==> config.mk <==
export PLATFORM = sky130hd
export DESIGN_NAME = alu_counter_decode
export DESIGN_NICKNAME = d
export VERILOG_FILES = /design/src/rtl/alu_counter_decode_pkg.sv /design/src/rtl/alu_core_181.sv /design/src/rtl/alu_counter_decode.sv
export SDC_FILE = /design/constraint.sdc
export NUM_CORES = 1
export LEC_CHECK = 0
export BUFFER_PORTS_ARGS = -buffer_cell sky130_fd_sc_hd__buf_2
export CORE_AREA = 2 2 88 175
export DETAILED_ROUTE_END_ITERATION = 7
export DIE_AREA = 0 0 90 177
export GPL_TIMING_DRIVEN = 0
export SLEW_MARGIN = 0
export SYNTH_ARGS = -nofsm -noshare
export SYNTH_HDL_FRONTEND = slang
export SYNTH_SLANG_ARGS = --single-unit
==> constraint.sdc <==
create_clock -name clk -period 5.8 [get_ports clk]
set_input_delay 0.58 -clock clk [delete_from_list [all_inputs] [get_ports clk]]
set_output_delay 0.58 -clock clk [all_outputs]
set_load 0.01 [all_outputs]
==> src/rtl/alu_counter_decode_pkg.sv <==
// Shared constants for the ECLair execution-unit helper block.
//   ALU mode encodings, named 74181-style op selects, ALU datapath width,
//   and a one-hot decode helper used by the strobe decoder.
package alu_counter_decode_pkg;

  localparam int unsigned ALU_W = 16;

  localparam logic ALU_MODE_ARITH = 1'b0;
  localparam logic ALU_MODE_LOGIC = 1'b1;

  // Arithmetic-mode op selects
  localparam logic [3:0] OP_ADD    = 4'h9;
  localparam logic [3:0] OP_SUB    = 4'h6;  // A-B-1, or A-B with c_in=1
  localparam logic [3:0] OP_INC_A  = 4'h0;  // A + c_in
  localparam logic [3:0] OP_DEC_A  = 4'hF;  // A - 1 + c_in
  localparam logic [3:0] OP_DBL_A  = 4'hC;  // A + A

  // Logic-mode op selects
  localparam logic [3:0] OP_PASS_A = 4'hF;
  localparam logic [3:0] OP_PASS_B = 4'hA;
  localparam logic [3:0] OP_XOR    = 4'h6;
  localparam logic [3:0] OP_AND    = 4'hB;
  localparam logic [3:0] OP_OR     = 4'hE;
  localparam logic [3:0] OP_NOT_A  = 4'h0;
  localparam logic [3:0] OP_ZERO   = 4'h3;
  localparam logic [3:0] OP_ONES   = 4'hC;

  // 3-to-8 one-hot decode
  function automatic logic [7:0] onehot8(input logic [2:0] sel);
    logic [7:0] v;
    v = 8'b0;
    v[sel] = 1'b1;
    return v;
  endfunction

endpackage

==> src/rtl/alu_core_181.sv <==
// Combinational 16-bit ALU in 74181 style.
//   mode_i  : 0 = arithmetic, 1 = logic
//   op_i    : operation select S[3:0]
//   c_in_i  : active-high carry in (arithmetic only)
//   a_i/b_i : operands
//   z_o     : result
//   c_out_o : carry out of the top bit, forced 0 in logic mode
module alu_core_181
  import alu_counter_decode_pkg::*;
(
  input  logic             mode_i,
  input  logic [3:0]       op_i,
  input  logic             c_in_i,
  input  logic [ALU_W-1:0] a_i,
  input  logic [ALU_W-1:0] b_i,
  output logic [ALU_W-1:0] z_o,
  output logic             c_out_o
);

  logic [ALU_W-1:0] u, v, logic_z;
  logic [ALU_W:0]   sum;

  // Arithmetic operand pair: result is u + v + c_in
  always_comb begin
    u = a_i;
    v = '0;
    unique case (op_i)
      4'h0: begin u = a_i;         v = '0;         end
      4'h1: begin u = a_i | b_i;   v = '0;         end
      4'h2: begin u = a_i | ~b_i;  v = '0;         end
      4'h3: begin u = '0;          v = '1;         end
      4'h4: begin u = a_i;         v = a_i & ~b_i; end
      4'h5: begin u = a_i | b_i;   v = a_i & ~b_i; end
      4'h6: begin u = a_i;         v = ~b_i;       end
      4'h7: begin u = a_i & ~b_i;  v = '1;         end
      4'h8: begin u = a_i;         v = a_i & b_i;  end
      4'h9: begin u = a_i;         v = b_i;        end
      4'hA: begin u = a_i | ~b_i;  v = a_i & b_i;  end
      4'hB: begin u = a_i & b_i;   v = '1;         end
      4'hC: begin u = a_i;         v = a_i;        end
      4'hD: begin u = a_i | b_i;   v = a_i;        end
      4'hE: begin u = a_i | ~b_i;  v = a_i;        end
      4'hF: begin u = a_i;         v = '1;         end
      default: begin u = 'x;       v = 'x;         end
    endcase
  end

  assign sum = {1'b0, u} + {1'b0, v} + {{ALU_W{1'b0}}, c_in_i};

  always_comb begin
    logic_z = '0;
    unique case (op_i)
      4'h0: logic_z = ~a_i;
      4'h1: logic_z = ~(a_i | b_i);
      4'h2: logic_z = ~a_i & b_i;
      4'h3: logic_z = '0;
      4'h4: logic_z = ~(a_i & b_i);
      4'h5: logic_z = ~b_i;
      4'h6: logic_z = a_i ^ b_i;
      4'h7: logic_z = a_i & ~b_i;
      4'h8: logic_z = ~a_i | b_i;
      4'h9: logic_z = ~(a_i ^ b_i);
      4'hA: logic_z = b_i;
      4'hB: logic_z = a_i & b_i;
      4'hC: logic_z = '1;
      4'hD: logic_z = a_i | ~b_i;
      4'hE: logic_z = a_i | b_i;
      4'hF: logic_z = a_i;
      default: logic_z = 'x;
    endcase
  end

  assign z_o     = (mode_i == ALU_MODE_LOGIC) ? logic_z : sum[ALU_W-1:0];
  assign c_out_o = (mode_i == ALU_MODE_LOGIC) ? 1'b0 : sum[ALU_W];

endmodule

==> src/rtl/alu_counter_decode.sv <==
// ECLair execution-unit helper: 74181-style ALU, loadable up-counter and
// 3-to-8 one-hot strobe decoder.
//   clk, _reset            : clock, async active-low reset (counter only)
//   alu_mode/alu_op/c_in   : ALU control
//   x, y -> z, c_out, zero : ALU datapath
//   ctr_load/ctr_en/ctr_preset -> ctr_out : counter (load beats enable)
//   dmx_sel -> dmx_out     : one-hot decode, independent of reset
module alu_counter_decode
  import alu_counter_decode_pkg::*;
#(
  parameter int unsigned CTR_WIDTH = 16
) (
  input  logic                 clk,
  input  logic                 _reset,
  input  logic                 alu_mode,
  input  logic [3:0]           alu_op,
  input  logic                 c_in,
  input  logic [ALU_W-1:0]     x,
  input  logic [ALU_W-1:0]     y,
  output logic [ALU_W-1:0]     z,
  output logic                 c_out,
  output logic                 zero,
  input  logic                 ctr_load,
  input  logic                 ctr_en,
  input  logic [CTR_WIDTH-1:0] ctr_preset,
  output logic [CTR_WIDTH-1:0] ctr_out,
  input  logic [2:0]           dmx_sel,
  output logic [7:0]           dmx_out
);

  alu_core_181 u_alu (
    .mode_i  (alu_mode),
    .op_i    (alu_op),
    .c_in_i  (c_in),
    .a_i     (x),
    .b_i     (y),
    .z_o     (z),
    .c_out_o (c_out)
  );

  assign zero = (z == '0);

  logic [CTR_WIDTH-1:0] ctr_q, ctr_d;

  always_comb begin
    ctr_d = ctr_q;
    if (ctr_load) begin
      ctr_d = ctr_preset;
    end else if (ctr_en) begin
      ctr_d = ctr_q + {{(CTR_WIDTH-1){1'b0}}, 1'b1};  // wraps silently
    end
  end

  always_ff @(posedge clk or negedge _reset) begin
    if (!_reset) begin
      ctr_q <= '0;
    end else begin
      ctr_q <= ctr_d;
    end
  end

  assign ctr_out = ctr_q;
  assign dmx_out = onehot8(dmx_sel);

endmodule

# Word-level counts from Yosys, hierarchy flattened
# Index checks and enable logic that the tools add are counted.
dict set report totals {
  latch_bits 0
  mem_bits_ro 0
  ramBits 0
  memories 0
  register_bits 16
  elab_cells 54
}
dict set report classes {
  bitwise_logic 12
  n_eq_ne 15
  mul 0
  order_cmp 2
  n_mux 9
  n_reduce_logical 12
  shifts 0
  n_addsub 3
  n_div 0
}
# operator n
set op_table {}
lappend op_table {{$pmux 16 s16} 1}
lappend op_table {{$pmux 16 s7} 1}
lappend op_table {{$pmux 16 s6} 1}
lappend op_table {{$not 16->16} 5}
lappend op_table {{$and 16x16->16} 3}
lappend op_table {{$mux 16} 3}
lappend op_table {{$or 16x16->16} 3}
lappend op_table {{$eq 4x4->1 const B} 8}
lappend op_table {{$add 16x16->17} 1}
lappend op_table {{$add 17x1->17} 1}
lappend op_table {{$add 16x1->16 const B} 1}
lappend op_table {{$eq 4x3->1 const B} 4}
lappend op_table {{$logic_not 16->1} 1}
lappend op_table {{$xor 16x16->16} 1}
lappend op_table {{$reduce_or 3->1} 4}
lappend op_table {{$eq 4x2->1 const B} 2}
lappend op_table {{$reduce_or 7->1} 1}
lappend op_table {{$eq 4x1->1 const B} 1}
lappend op_table {{$logic_not 4->1} 1}
lappend op_table {{$lt 3x4->1 const B} 1}
lappend op_table {{$reduce_or 2->1} 2}
lappend op_table {{$reduce_or 4->1} 1}
lappend op_table {{$demux 1 s3} 1}
lappend op_table {{$ge 3x1->1 const B} 1}
lappend op_table {{3 further kinds} 4}

# Logic depth before layout (Yosys ltp)
# Gate-level depths: netlist (run 1).
dict set report depth {
  ltp_word 7
  ltp_mapped 20
  mapped_depth_nobuf 16
}

# Modules after synthesis
# From an unflattened synthesis (run 1), not the netlist that was laid out.
dict set report unflattened {
  hier_cells 818
  area_unflattened_um2 5899.4
}
# mod instances cells_per_inst seq_area_each_um2 area_each_um2
set by_module_without_submodules {}
lappend by_module_without_submodules {alu_core_181 1 707 0.0 4895.9}
lappend by_module_without_submodules {alu_counter_decode 1 111 400.4 1003.5}

# Worst setup path before layout (run 1)
# No wires, ideal clock.
dict set report synth_timing {
  path_kind {input to output}
  from {in alu_op[2]}
  to {out zero}
  required_time_ps 5220
  setup_slack_ps 356
  path_buffers 5
  cell_stages 18
  t_arrival_ps 4864
  cell_sequence {buf_2 > buf_2 > buf_2 > buf_2 > buf_2 > a21oi_1 > a21oi_1 > a222oi_1 > fa_1 > fa_1 > nor2b_1 > o31a_1 > o211ai_1 > a21oi_1 > o32ai_1 > or4_1 > or4_1 > nor4_2}
}
dict set report synth_between {
  elab_chain_cells 7
}
# element line
set synth_rtl {}
lappend synth_rtl {{from (decl)} alu_counter_decode.sv:16} ;# input logic [3:0] alu_op,
lappend synth_rtl {{$eq 4x3->1, or another cell as far along} {alu_core_181.sv:27, alu_core_181.sv:52}}
lappend synth_rtl {{$reduce_or 7->1 (no source line), or another cell as far along} -}
lappend synth_rtl {{$pmux 16 s6 or $pmux 16 s7 (tied branches)} alu_core_181.sv:27} ;# unique case (op_i)
lappend synth_rtl {{$add 16x16->17} alu_core_181.sv:48} ;# assign sum = {1'b0, u} + {1'b0, v} + {{ALU_W{1'b0}}, c_in_i};
lappend synth_rtl {{$add 17x1->17} alu_core_181.sv:48}
lappend synth_rtl {{$mux 16 *} alu_core_181.sv:73} ;# assign z_o = (mode_i == ALU_MODE_LOGIC) ? logic_z : sum[ALU_W-1:0];
lappend synth_rtl {{named net z[8]} alu_counter_decode.sv:20} ;# output logic [ALU_W-1:0] z,
lappend synth_rtl {{$logic_not 16->1 *} alu_counter_decode.sv:41} ;# assign zero = (z == '0);
lappend synth_rtl {{to (decl)} alu_counter_decode.sv:22} ;# output logic zero,
# Mark *: on every way through the listed nets, which the timed path passes. The rest lies on a longest branch.

# Worst setup path in the final report (run 1)
dict set report layout_timing {
  from {in alu_op[2]}
  to {out zero}
}
dict set report layout_between {
  elab_chain_cells 7
}
# element line
set layout_rtl {}
lappend layout_rtl {{$eq 4x3->1, or another cell as far along} {alu_core_181.sv:27, alu_core_181.sv:52}}
lappend layout_rtl {{$reduce_or 7->1 (no source line), or another cell as far along} -}
lappend layout_rtl {{$pmux 16 s6 or $pmux 16 s7 (tied branches)} alu_core_181.sv:27}
lappend layout_rtl {{$add 16x16->17} alu_core_181.sv:48}
lappend layout_rtl {{$add 17x1->17} alu_core_181.sv:48}
lappend layout_rtl {{$mux 16 *} alu_core_181.sv:73}
lappend layout_rtl {{$logic_not 16->1 *} alu_counter_decode.sv:41}
# Every way passes the cells marked *; elsewhere a longest branch is shown, timed or not.

==> run_results.csv, run 1 <==
group,metric,value,unit
clock_tree,clk_path_buf_depth,2,
clock_tree,cts_tree,"done",
clock_tree,numCtsBuffers,3,
worst_setup_path,crit_arrival,5.11,ns
yosys,synthTopCellsByArea,"ha_1 17%, dfrtp_1 7.0%, nand2_1 5.4%",
drt,drt_iter0_markers,988,
pwr,cellLeakagePower,3.11,nW
job,cap_violations,0,
timing,fin_skew,0.00120,ns
placement,dp.cells,1124,
pwr,switching_power,0.510,mW
grt,grt_pass1_vias,7163,
placement,dp_hpwl,21200,um
timing,fmax,176,MHz
worst_setup_path,worstSetupPathType,"input pin to output pin",
drt,ant_nets,0,
worst_setup_path,start_kind,"input pin",
floorplan,ioPinCount,103,
pwr,seq_power_share,0.135,
timing,maxSlewHeadroom,0.214,
yosys,synth_edf_count,0,
placement,post-place-ws,-1.43,ns
drt,vias,7633,
worst_setup_path,end_kind,"output pin",
timing,maxSlewViolCount,0,
outcome,status,"completed",
clock_tree,worstSkewPairLatency,0.25,ns
pwr,power_frac_comb,0.720,
clock_tree,clock-root-buffer,"clkbuf_16",
drt,drt-wirelength-per-cell,25.2,um
floorplan,die_area,15900,um^2
pwr,power.internal,0.515,mW
worst_setup_path,required,5.22,ns
timing,setup_violations,0,
finish,drive_gt1_frac,0.205,
finish,num_antenna_cells,0,
worst_setup_path,r2r_slack,3.75,ns
finish,final_cells,1131,
worst_setup_path,cp-startpoint,"alu_op[2]",
finish,fillerInstances,1612,
worst_setup_path,rr_endpoint,"ctr_out[12]$_DFFE_PN0P_",
timing,period_needed,5.69,ns
grt,grt_usage,0.340,
drt,dr.pass1.iters,6,
pwr,swShare,0.497,
grt,grt_pass1_wl,42200,um
floorplan,die_x,90,um
worst_setup_path,worstReg2RegStart,"ctr_out[0]$_DFFE_PN0P_",
yosys,netlist_area,5740,um^2
yosys,synth_cells,829,
placement,portBuffers,100,
clock_tree,cts.htree.levels,1,
yosys,synth_nets,972,
pwr,total_power,1.03,mW
yosys,ys_warn_count,0,
yosys,synthFlopType,"dfrtp_1",
timing,hold_violations,0,
grt,grt_start_max_net_pins,20,
yosys,async_flop_share,1.00,
worst_setup_path,ff2ff_path_depth,8,
timing,period_share,0.980,
finish,largest_register_ffs,16,
finish,utilization,0.470,
yosys,syn_area_per_cell,6.92,um^2
pwr,ir_worst_vdd,0.116,mV
floorplan,start_util,0.391,
drt,drc,0,
floorplan,core,14700,um^2
worst_setup_path,worst-path-max-fanout,19,
grt,gr-total-overflow,0,
clock_tree,clkSinkCount,16,
yosys,ys_ff_latch,16,
grt,antenna_found_initial,0,
drt,wirelength,28500,um
pwr,power_frac_clock,0.146,
yosys,synth_top_area_cell,"ha_1",
finish,syn2layout_area_growth,20.0,%
placement,gp_congestion,1.04,
drt,vias_per_cell,6.75,
yosys,seq_area_frac_synth,0.0698,
yosys,synth_cell_types,70,
pwr,power.density,149,nW/um^2
finish,nets,1080,
clock_tree,path_clk_slew,0.05,ns
floorplan,rows,63,
timing,worst_slew_pin_slew,1.18,ns
floorplan,fp.dieH,177,um
yosys,netlist.area_leader.share,0.174,
min_path,holdCritPathClass,"input pin to async pin",
timing,timing.final.ws_setup,0.114,ns
worst_setup_path,crit_end,"zero",
-- logic make-up (layout without fill, tap and decap cells) --
group / count (synthesis) / in the layout / share of synthesized area
buf+inv: 114 / 221 / 0.0850
mux: 15 / 15 / 0.0270
fa+ha+maj: 82 / 82 / 0.181
xor+xnor: 24 / 24 / 0.0366
simple gates: 272 / 272 / 0.233
flops: 16 / 16 / 0.0698
compound gates: 306 / 306 / 0.367
-- routing by layer --
| layer | global-route usage | vias up | wire, um |
|---|---|---|---|
| li1 | - | 3351 | - |
| met1 | 0.414 | 3519 | 10400 |
| met2 | 0.537 | 579 | 12300 |
| met3 | 0.0592 | 184 | 3130 |
| met4 | 0.247 | 0 | 2630 |
| met5 | 0 | - | 0 |
-- cells in the final DEF, fill, tap and decap left out, types with 8 or more instances in the layout --
| cell type | instances |
|---|---|
| a211oi_1 | 12 |
| a31oi_1 | 12 |
| clkbuf_1 | 13 |
| a21oi_1 | 49 |
| nand4_1 | 8 |
| and3_1 | 10 |
| nand3_1 | 31 |
| inv_1 | 51 |
| xor2_1 | 15 |
| buf_4 | 22 |
| a22oi_1 | 16 |
| o21ai_0 | 50 |
| a211o_1 | 11 |
| dfrtp_1 | 16 |
| nor2b_1 | 14 |
| a221oi_1 | 23 |
| nor3_1 | 10 |
| nor2_1 | 62 |
| xnor2_1 | 9 |
| o22ai_1 | 40 |
| buf_2 | 106 |
| ha_1 | 79 |
| mux2i_1 | 11 |
| nand2_1 | 82 |
-- layout make-up --
type | instances | area (um^2) | area share
Buffer | 52 | 385 | 0.0560
Tap cell | 195 | 244 | 0.0354
Clock buffer | 4 | 88.8 | 0.0129
Inverter | 52 | 195 | 0.0283
Multi-Input combinational cell | 699 | 4960 | 0.720
Sequential cell | 16 | 400 | 0.0582
Timing Repair Buffer | 113 | 613 | 0.0890
-- metrics by stage --
step / setup TNS (ns) / hold WS, ns / area [um^2]
detailed placement: -5.45 / 0.526 / 6480
finish: 0 / 0.246 / 6890
global placement: -4.40 / 0.520 / 6480
global route: -0.0115 / 0.263 / 6890
CTS: 0 / 0.261 / 6750
floorplan: 0 / 0.284 / 5740
-- worst min path at each step --
stage | from | endpoint | slack [ns] | depth (start not counted)
5_1_grt | _reset | ctr_out[7]$_DFFE_PN0P_ | 0.26 | 1
6_report | _reset | ctr_out[1]$_DFFE_PN0P_ | 0.25 | 1
2_1_floorplan | _reset | ctr_out[0]$_DFFE_PN0P_ | 0.28 | 0
3_5_place_dp | _reset | ctr_out[5]$_DFFE_PN0P_ | 0.53 | 1
4_1_cts | _reset | ctr_out[5]$_DFFE_PN0P_ | 0.26 | 1
3_3_place_gp | _reset | ctr_out[5]$_DFFE_PN0P_ | 0.52 | 1
-- power by group through the flow --
stage                     sequential [mW]  combinational [mW]  clock, mW
final                               0.138               0.738      0.149
after CTS                           0.138               0.697      0.152
after global placement              0.140               0.667          0
after floorplan                     0.142               0.423          0
after detailed placement            0.140               0.671          0
after global routing                0.140               0.781      0.158
-- critical path, stage by stage --
cell and delay (ns):
buf_2 0.11, buf_2 0.17, buf_4 0.20, buf_6 0.18, buf_8 0.18, a21oi_4 0.16
a21oi_4 0.07, a222oi_1 0.50, fa_2 0.37, buf_4 0.12, nor2b_1 0.04, o21ai_0 0.15
or3b_2 0.47, a21oi_2 0.20, a211oi_1 0.12, or4_1 0.61, or4_4 0.48, nor4_2 0.21
buf_2 0.16
-- synthesized netlist by cell type, types with 7 or more instances --
library cell	count
a211o_1	11
a211oi_1	14
a21o_1	7
a21oi_1	55
a221oi_1	23
a22o_1	7
a22oi_1	16
a31oi_1	13
and3_1	10
buf_2	18
clkbuf_1	34
dfrtp_1	16
ha_1	80
inv_1	51
mux2i_1	11
nand2_1	83
nand2b_1	9
nand3_1	31
nand3b_1	7
nand4_1	8
nor2_1	63
nor2b_1	16
nor3_1	10
o21ai_0	50
o22ai_1	40
xnor2_1	9
xor2_1	15
-- what timing repair did --
item / 4_1_cts / 5_1_grt
resized for setup: 57 / 35
pin swaps: 4 / 8
hold buffers: 0 / 0
setup endpoints to repair: 15 / 1
setup buffers: 4 / 9
Power figures use the tool's default switching activity.
==> inputs of run 2 (changes only) <==
--- a/config.mk
+++ b/config.mk
@@ -10,6 +10,7 @@
 export DETAILED_ROUTE_END_ITERATION = 7
 export DIE_AREA = 0 0 90 177
 export GPL_TIMING_DRIVEN = 0
+export MAX_ROUTING_LAYER = met4
 export SLEW_MARGIN = 0
 export SYNTH_ARGS = -nofsm -noshare
 export SYNTH_HDL_FRONTEND = slang
==> run 2 against run 1 <==
Effect of this change: worst setup slack better by 0.031 ns; die area unchanged; clock-buffer cell count did not move; largest cell class unchanged; clock skew hardly changed; combinational power is 1% lower; total power shrank 0.63%; register-to-register slack better by 0.06 ns.
==> run_results.csv, run 2 (synthesized netlist as in run 1, its figures left out) <==
group,metric,value,unit
grt,grt_start_max_net_pins,29,
finish,largest_register_ffs,16,
finish,design_area,6820,um^2
placement,dp_hpwl,21200,um
floorplan,rows,63,
timing,timing.final.ws_setup,0.146,ns
grt,gr-total-overflow,0,
timing,setup_violations,0,
clock_tree,numCtsBuffers,3,
grt,grt_usage,0.358,
finish,final_common_cell,"buf_2",
clock_tree,path_clk_slew,0.05,ns
drt,ant_nets,0,
finish,drive_gt1_frac,0.204,
floorplan,die_area,15900,um^2
drt,drt-wirelength-per-cell,25.1,um
timing,worst_slew_pin_slew,0.990,ns
timing,fin_tns_setup,0,ns
clock_tree,clkSinkCount,16,
drt,dr.pass1.iters,6,
floorplan,ioPinCount,103,
placement,portBuffers,100,
clock_tree,clock-root-buffer,"clkbuf_16",
worst_setup_path,end_kind,"output pin",
floorplan,die_x,90,um
pwr,ir_worst_vdd,0.0878,mV
worst_setup_path,worstReg2RegStart,"ctr_out[0]$_DFFE_PN0P_",
timing,fmax,177,MHz
timing,period_needed,5.65,ns
worst_setup_path,worst-path-max-fanout,10,
pwr,power.internal,0.512,mW
drt,vias,7446,
outcome,status,"completed",
finish,syn2layout_area_growth,18.8,%
drt,vias_per_cell,6.61,
floorplan,core,14700,um^2
worst_setup_path,max_stage_delay,0.55,ns
worst_setup_path,critPathSlowestCell,"or4_4",
worst_setup_path,crit_family,"simple AND/OR/NAND/NOR gates",
clock_tree,cts.htree.levels,1,
timing,maxSlewHeadroom,0.339,
pwr,power.density,149,nW/um^2
timing,rsz0062_at_grt,"false",
pwr,seq_power_share,0.136,
floorplan,fp.dieH,177,um
pwr,power_frac_comb,0.716,
pwr,power_frac_clock,0.149,
worst_setup_path,worstSetupPathType,"input pin to output pin",
drt,drc,0,
timing,hold_violations,0,
worst_setup_path,start_kind,"input pin",
finish,nets,1076,
finish,final_cell_mix,"106 x buf_2, 80 x nand2_1, 80 x ha_1",
clock_tree,worstSkewPairLatency,0.25,ns
worst_setup_path,crit_arrival,5.07,ns
timing,maxSlewViolCount,0,
pwr,cellLeakagePower,3.09,nW
worst_setup_path,crit_buf_inv,5,
worst_setup_path,cp-startpoint,"alu_op[1]",
grt,grt_pass1_vias,7227,
pwr,switching_power,0.507,mW
placement,gp_congestion,1.08,
worst_setup_path,cp_common_cell,"buf_4",
clock_tree,cts_tree,"done",
placement,placed_cell_area,6480,um^2
floorplan,start_util,0.391,
worst_setup_path,crit_chain,"buf_2 -> buf_4 -> buf_4 -> nand2b_2 -> nand2_2 -> a21oi_4 -> a222oi_1 -> fa_2 -> buf_4 -> nor2b_1 -> o21ai_0 -> or3b_2 -> a21oi_2 -> a211oi_1 -> or4_1 -> or4_4 -> nor4_2 -> buf_2",
min_path,holdCritPathClass,"input pin to async pin",
pwr,swShare,0.497,
finish,utilization,0.465,
clock_tree,clk_path_buf_depth,2,
finish,num_antenna_cells,0,
timing,period_share,0.975,
placement,post-place-ws,-1.58,ns
grt,antenna_found_initial,0,
drt,drt_iter0_markers,960,
job,cap_violations,0,
worst_setup_path,required,5.22,ns
drt,wirelength,28300,um
timing,fin_skew,0.000835,ns
grt,grt_pass1_wl,43100,um
-- run 2: timing repair --
action / CTS / global route
pin swaps: 4 / 8
buffers inserted: 4 / 6
resized for setup: 57 / 39
endpoints found under the hold margin: 0 / 0
endpoints found under the setup margin: 15 / 1
hold buffers: 0 / 0
cloned: 0 / 0
-- run 2: power groups by stage --
stage / Clock [mW] / Sequential, mW / Combinational, mW
after detailed placement: 0 / 0.140 / 0.671
after floorplan: 0 / 0.142 / 0.423
final: 0.151 / 0.138 / 0.729
after global routing: 0.160 / 0.140 / 0.777
after CTS: 0.154 / 0.138 / 0.696
after global placement: 0 / 0.140 / 0.666
-- run 2: layout make-up --
type	instances	area [um^2]
fillers	1616	7840
repair buffers	110	578
clock buffers	4	88.8
well taps	195	244
inverters	52	195
plain buffers	51	360
flip-flops and latches	16	400
multi-input cells	699	4950
-- run 2: per-stage QoR --
| step | hold slack (ns) | power (mW) | instances |
|---|---|---|---|
| floorplan | 0.284 | 0.566 | 829 |
| global placement | 0.518 | 0.806 | 1124 |
| detailed placement | 0.528 | 0.811 | 1124 |
| CTS | 0.259 | 0.988 | 1127 |
| global route | 0.269 | 1.08 | 1127 |
| finish | 0.246 | 1.02 | 1127 |
-- run 2: metal layers --
metal  wire length [um]  GRT usage
met5                  0          -
met4               2050      0.224
met3               2660     0.0622
met2              12800      0.560
met1              10800      0.426
-- run 2: worst reg2reg max path, cell delays in order (launching register included) --
cell and delay (ns):
dfrtp_1 0.45, ha_1 0.23, nand3_1 0.09, nor2_1 0.15, and4_1 0.28, nand4_1 0.14, or2_2 0.30, xor2_1 0.14
o21ai_0 0.13
-- run 2: path summary, 6_finish.rpt --
check,end,slack (ns),depth (start not counted)
setup / recovery,zero,0.15,18
hold / removal,ctr_out[7]$_DFFE_PN0P_,0.25,1
setup reg to reg,ctr_out[12]$_DFFE_PN0P_,3.81,8
hold reg to reg,ctr_out[15]$_DFFE_PN0P_,0.59,2
max in group asynchronous,ctr_out[15]$_DFFE_PN0P_,5.28,1
min in group clk,ctr_out[9]$_DFFE_PN0P_,0.53,3
==> inputs of run 3 (changes only) <==
--- a/config.mk
+++ b/config.mk
@@ -6,11 +6,12 @@
 export NUM_CORES = 1
 export LEC_CHECK = 0
 export BUFFER_PORTS_ARGS = -buffer_cell sky130_fd_sc_hd__buf_2
-export CORE_AREA = 2 2 88 175
+export CORE_AREA = 10 10 96 183
 export DETAILED_ROUTE_END_ITERATION = 7
-export DIE_AREA = 0 0 90 177
+export DIE_AREA = 0 0 106 193
 export GPL_TIMING_DRIVEN = 0
 export MAX_ROUTING_LAYER = met4
+export PLACE_DENSITY = 0.58
 export SLEW_MARGIN = 0
 export SYNTH_ARGS = -nofsm -noshare
 export SYNTH_HDL_FRONTEND = slang
==> run 3 against run 2 <==
Effect of this change: sequential share of layout area is 0.084 points lower; clock skew is 0.0017 ns higher; via count is 1.0% lower; total power is 1.7% lower; wire length is 0.47% lower; register-to-register slack worse by 0.02 ns; largest power group unchanged; worst hold slack hardly changed; critical path type unchanged; die area is 28% higher.
==> run_results.csv, run 3 (synthesized netlist as in run 1, its figures left out) <==
group,metric,value,unit
worst_setup_path,worstReg2RegStart,"ctr_out[0]$_DFFE_PN0P_",
placement,dp_hpwl,21700,um
pwr,power.density,145,nW/um^2
clock_tree,worstSkewPairLatency,0.25,ns
grt,antenna_found_initial,0,
timing,hold_ws,0.246,ns
grt,gr-total-overflow,0,
worst_setup_path,worstSetupPathType,"input pin to output pin",
grt,grt_pass1_wl,42900,um
floorplan,start_util,0.391,
clock_tree,cts_tree,"done",
placement,post-place-ws,-1.42,ns
finish,final_cells,1128,
worst_setup_path,max_stage_delay,0.56,ns
placement,dp.cells,1124,
finish,fillerInstances,1559,
timing,maxSlewViolCount,0,
drt,wirelength,28200,um
floorplan,core,14700,um^2
pwr,total_power,1.00,mW
timing,fmax,177,MHz
timing,fin_skew,0.00253,ns
drt,drt_iter0_markers,1029,
timing,setup_violations,0,
worst_setup_path,cp-startpoint,"alu_op[2]",
timing,period_share,0.976,
timing,fin_tns_setup,0,ns
pwr,power.internal,0.500,mW
job,cap_violations,0,
clock_tree,clk_path_buf_depth,2,
drt,ant_nets,0,
drt,drc,0,
timing,worst_slew_pin_slew,1.04,ns
drt,drt-wirelength-per-cell,25.0,um
floorplan,fp.dieH,193,um
clock_tree,clkSinkCount,16,
placement,gp_congestion,1.06,
clock_tree,cts.htree.levels,1,
worst_setup_path,ff2ff_path_depth,8,
worst_setup_path,start_kind,"input pin",
timing,timing.final.ws_setup,0.137,ns
placement,portBuffers,100,
finish,final_common_cell,"buf_2",
grt,grt_pass1_vias,7257,
finish,drive_gt1_frac,0.207,
worst_setup_path,end_kind,"output pin",
pwr,power_frac_comb,0.730,
min_path,holdCritPathClass,"input pin to async pin",
worst_setup_path,crit_chain,"buf_2 -> buf_4 -> buf_8 -> buf_12 -> buf_12 -> a21oi_4 -> a21oi_4 -> clkbuf_2 -> a211o_1 -> ha_1 -> or2_2 -> a31oi_1 -> a21oi_2 -> xnor2_1 -> o22ai_1 -> or4_4 -> or4_4 -> nor4_4 -> buf_2",
clock_tree,clock-root-buffer,"clkbuf_16",
timing,rsz0062_at_grt,"false",
finish,num_antenna_cells,0,
worst_setup_path,required,5.22,ns
grt,grt_usage,0.275,
floorplan,rows,63,
pwr,power_frac_clock,0.132,
finish,largest_register_ffs,16,
clock_tree,numCtsBuffers,3,
worst_setup_path,rr_endpoint,"ctr_out[12]$_DFFE_PN0P_",
drt,dr.pass1.iters,6,
worst_setup_path,r2r_slack,3.79,ns
drt,vias_per_cell,6.53,
timing,period_needed,5.66,ns
grt,grt_start_max_net_pins,29,
pwr,swShare,0.501,
worst_setup_path,worst-path-max-fanout,19,
pwr,seq_power_share,0.138,
finish,syn2layout_area_growth,20.6,%
outcome,status,"completed",
floorplan,die_x,106,um
drt,vias,7368,
worst_setup_path,critPathSlowestCell,"or4_4",
floorplan,die_area,20500,um^2
pwr,cellLeakagePower,3.13,nW
clock_tree,cts_hold_buf,0,
floorplan,ioPinCount,103,
worst_setup_path,crit_arrival,5.08,ns
pwr,ir_worst_vdd,0.0798,mV
finish,final_cell_mix,"104 x buf_2, 81 x nand2_1, 80 x ha_1",
timing,maxSlewHeadroom,0.307,
pwr,switching_power,0.502,mW
clock_tree,path_clk_slew,0.05,ns
timing,hold_violations,0,
finish,nets,1078,
==> run 3: cell types whose count changed in the layout (fill, tap and decap cells not counted), sizes merged <==
cell | previous run | this run
buf | 139 | 140
==> run 3: layout make-up <==
class	count	area, um^2	area share
buffer	52	423	0.0611
clock buffer	3	75.1	0.0108
inverter	52	195	0.0282
multi-input combinational	699	5000	0.722
sequential	16	400	0.0579
tap	195	244	0.0353
timing repair buffer	111	586	0.0846
==> run 3: power groups by stage <==
stage                     clock network [mW]  logic (mW)  registers, mW
after global placement                     0       0.669          0.139
after detailed placement                   0       0.672          0.139
after floorplan                            0       0.423          0.142
final                                  0.132       0.731          0.138
after CTS                              0.136       0.691          0.138
after global routing                   0.139       0.788          0.140
==> run 3: worst max path at each step <==
stage / to / cells after the start
5_1_grt: zero / 19
2_1_floorplan: zero / 18
3_3_place_gp: zero / 19
4_1_cts: zero / 17
6_report: zero / 19
3_5_place_dp: zero / 20
==> run 3: routing by layer <==
layer / share of wire / GRT usage
met2: 0.46 / 0.425
met5: 0 / -
met4: 0.055 / 0.163
met3: 0.093 / 0.0493
met1: 0.39 / 0.326
==> run 3: worst max-delay path, delay by kind of cell <==
family | cells | cell delay (ns)
adder cells (fa/ha/maj) | 1 | 0.40
AO/OA/AOI/OAI | 6 | 1.02
AND/OR/NAND/NOR | 4 | 1.67
XOR/XNOR | 1 | 0.17
buffers and inverters | 7 | 1.23
==> run 3: repair_timing <==
| action | 4_1_cts | 5_1_grt |
|---|---|---|
| setup buffers | 1 | 10 |
| resized for setup | 54 | 62 |
| setup endpoints to repair | 13 | 1 |
| pin swaps | 2 | 10 |
==> run 3: stage by stage <==
| step | cell area, um^2 | util |
|---|---|---|
| after floorplan | 5740 | - |
| after global placement | 6480 | 0.442 |
| after detailed placement | 6480 | 0.442 |
| after CTS | 6690 | 0.456 |
| after global routing | 6920 | 0.472 |
| final | 6920 | 0.472 |
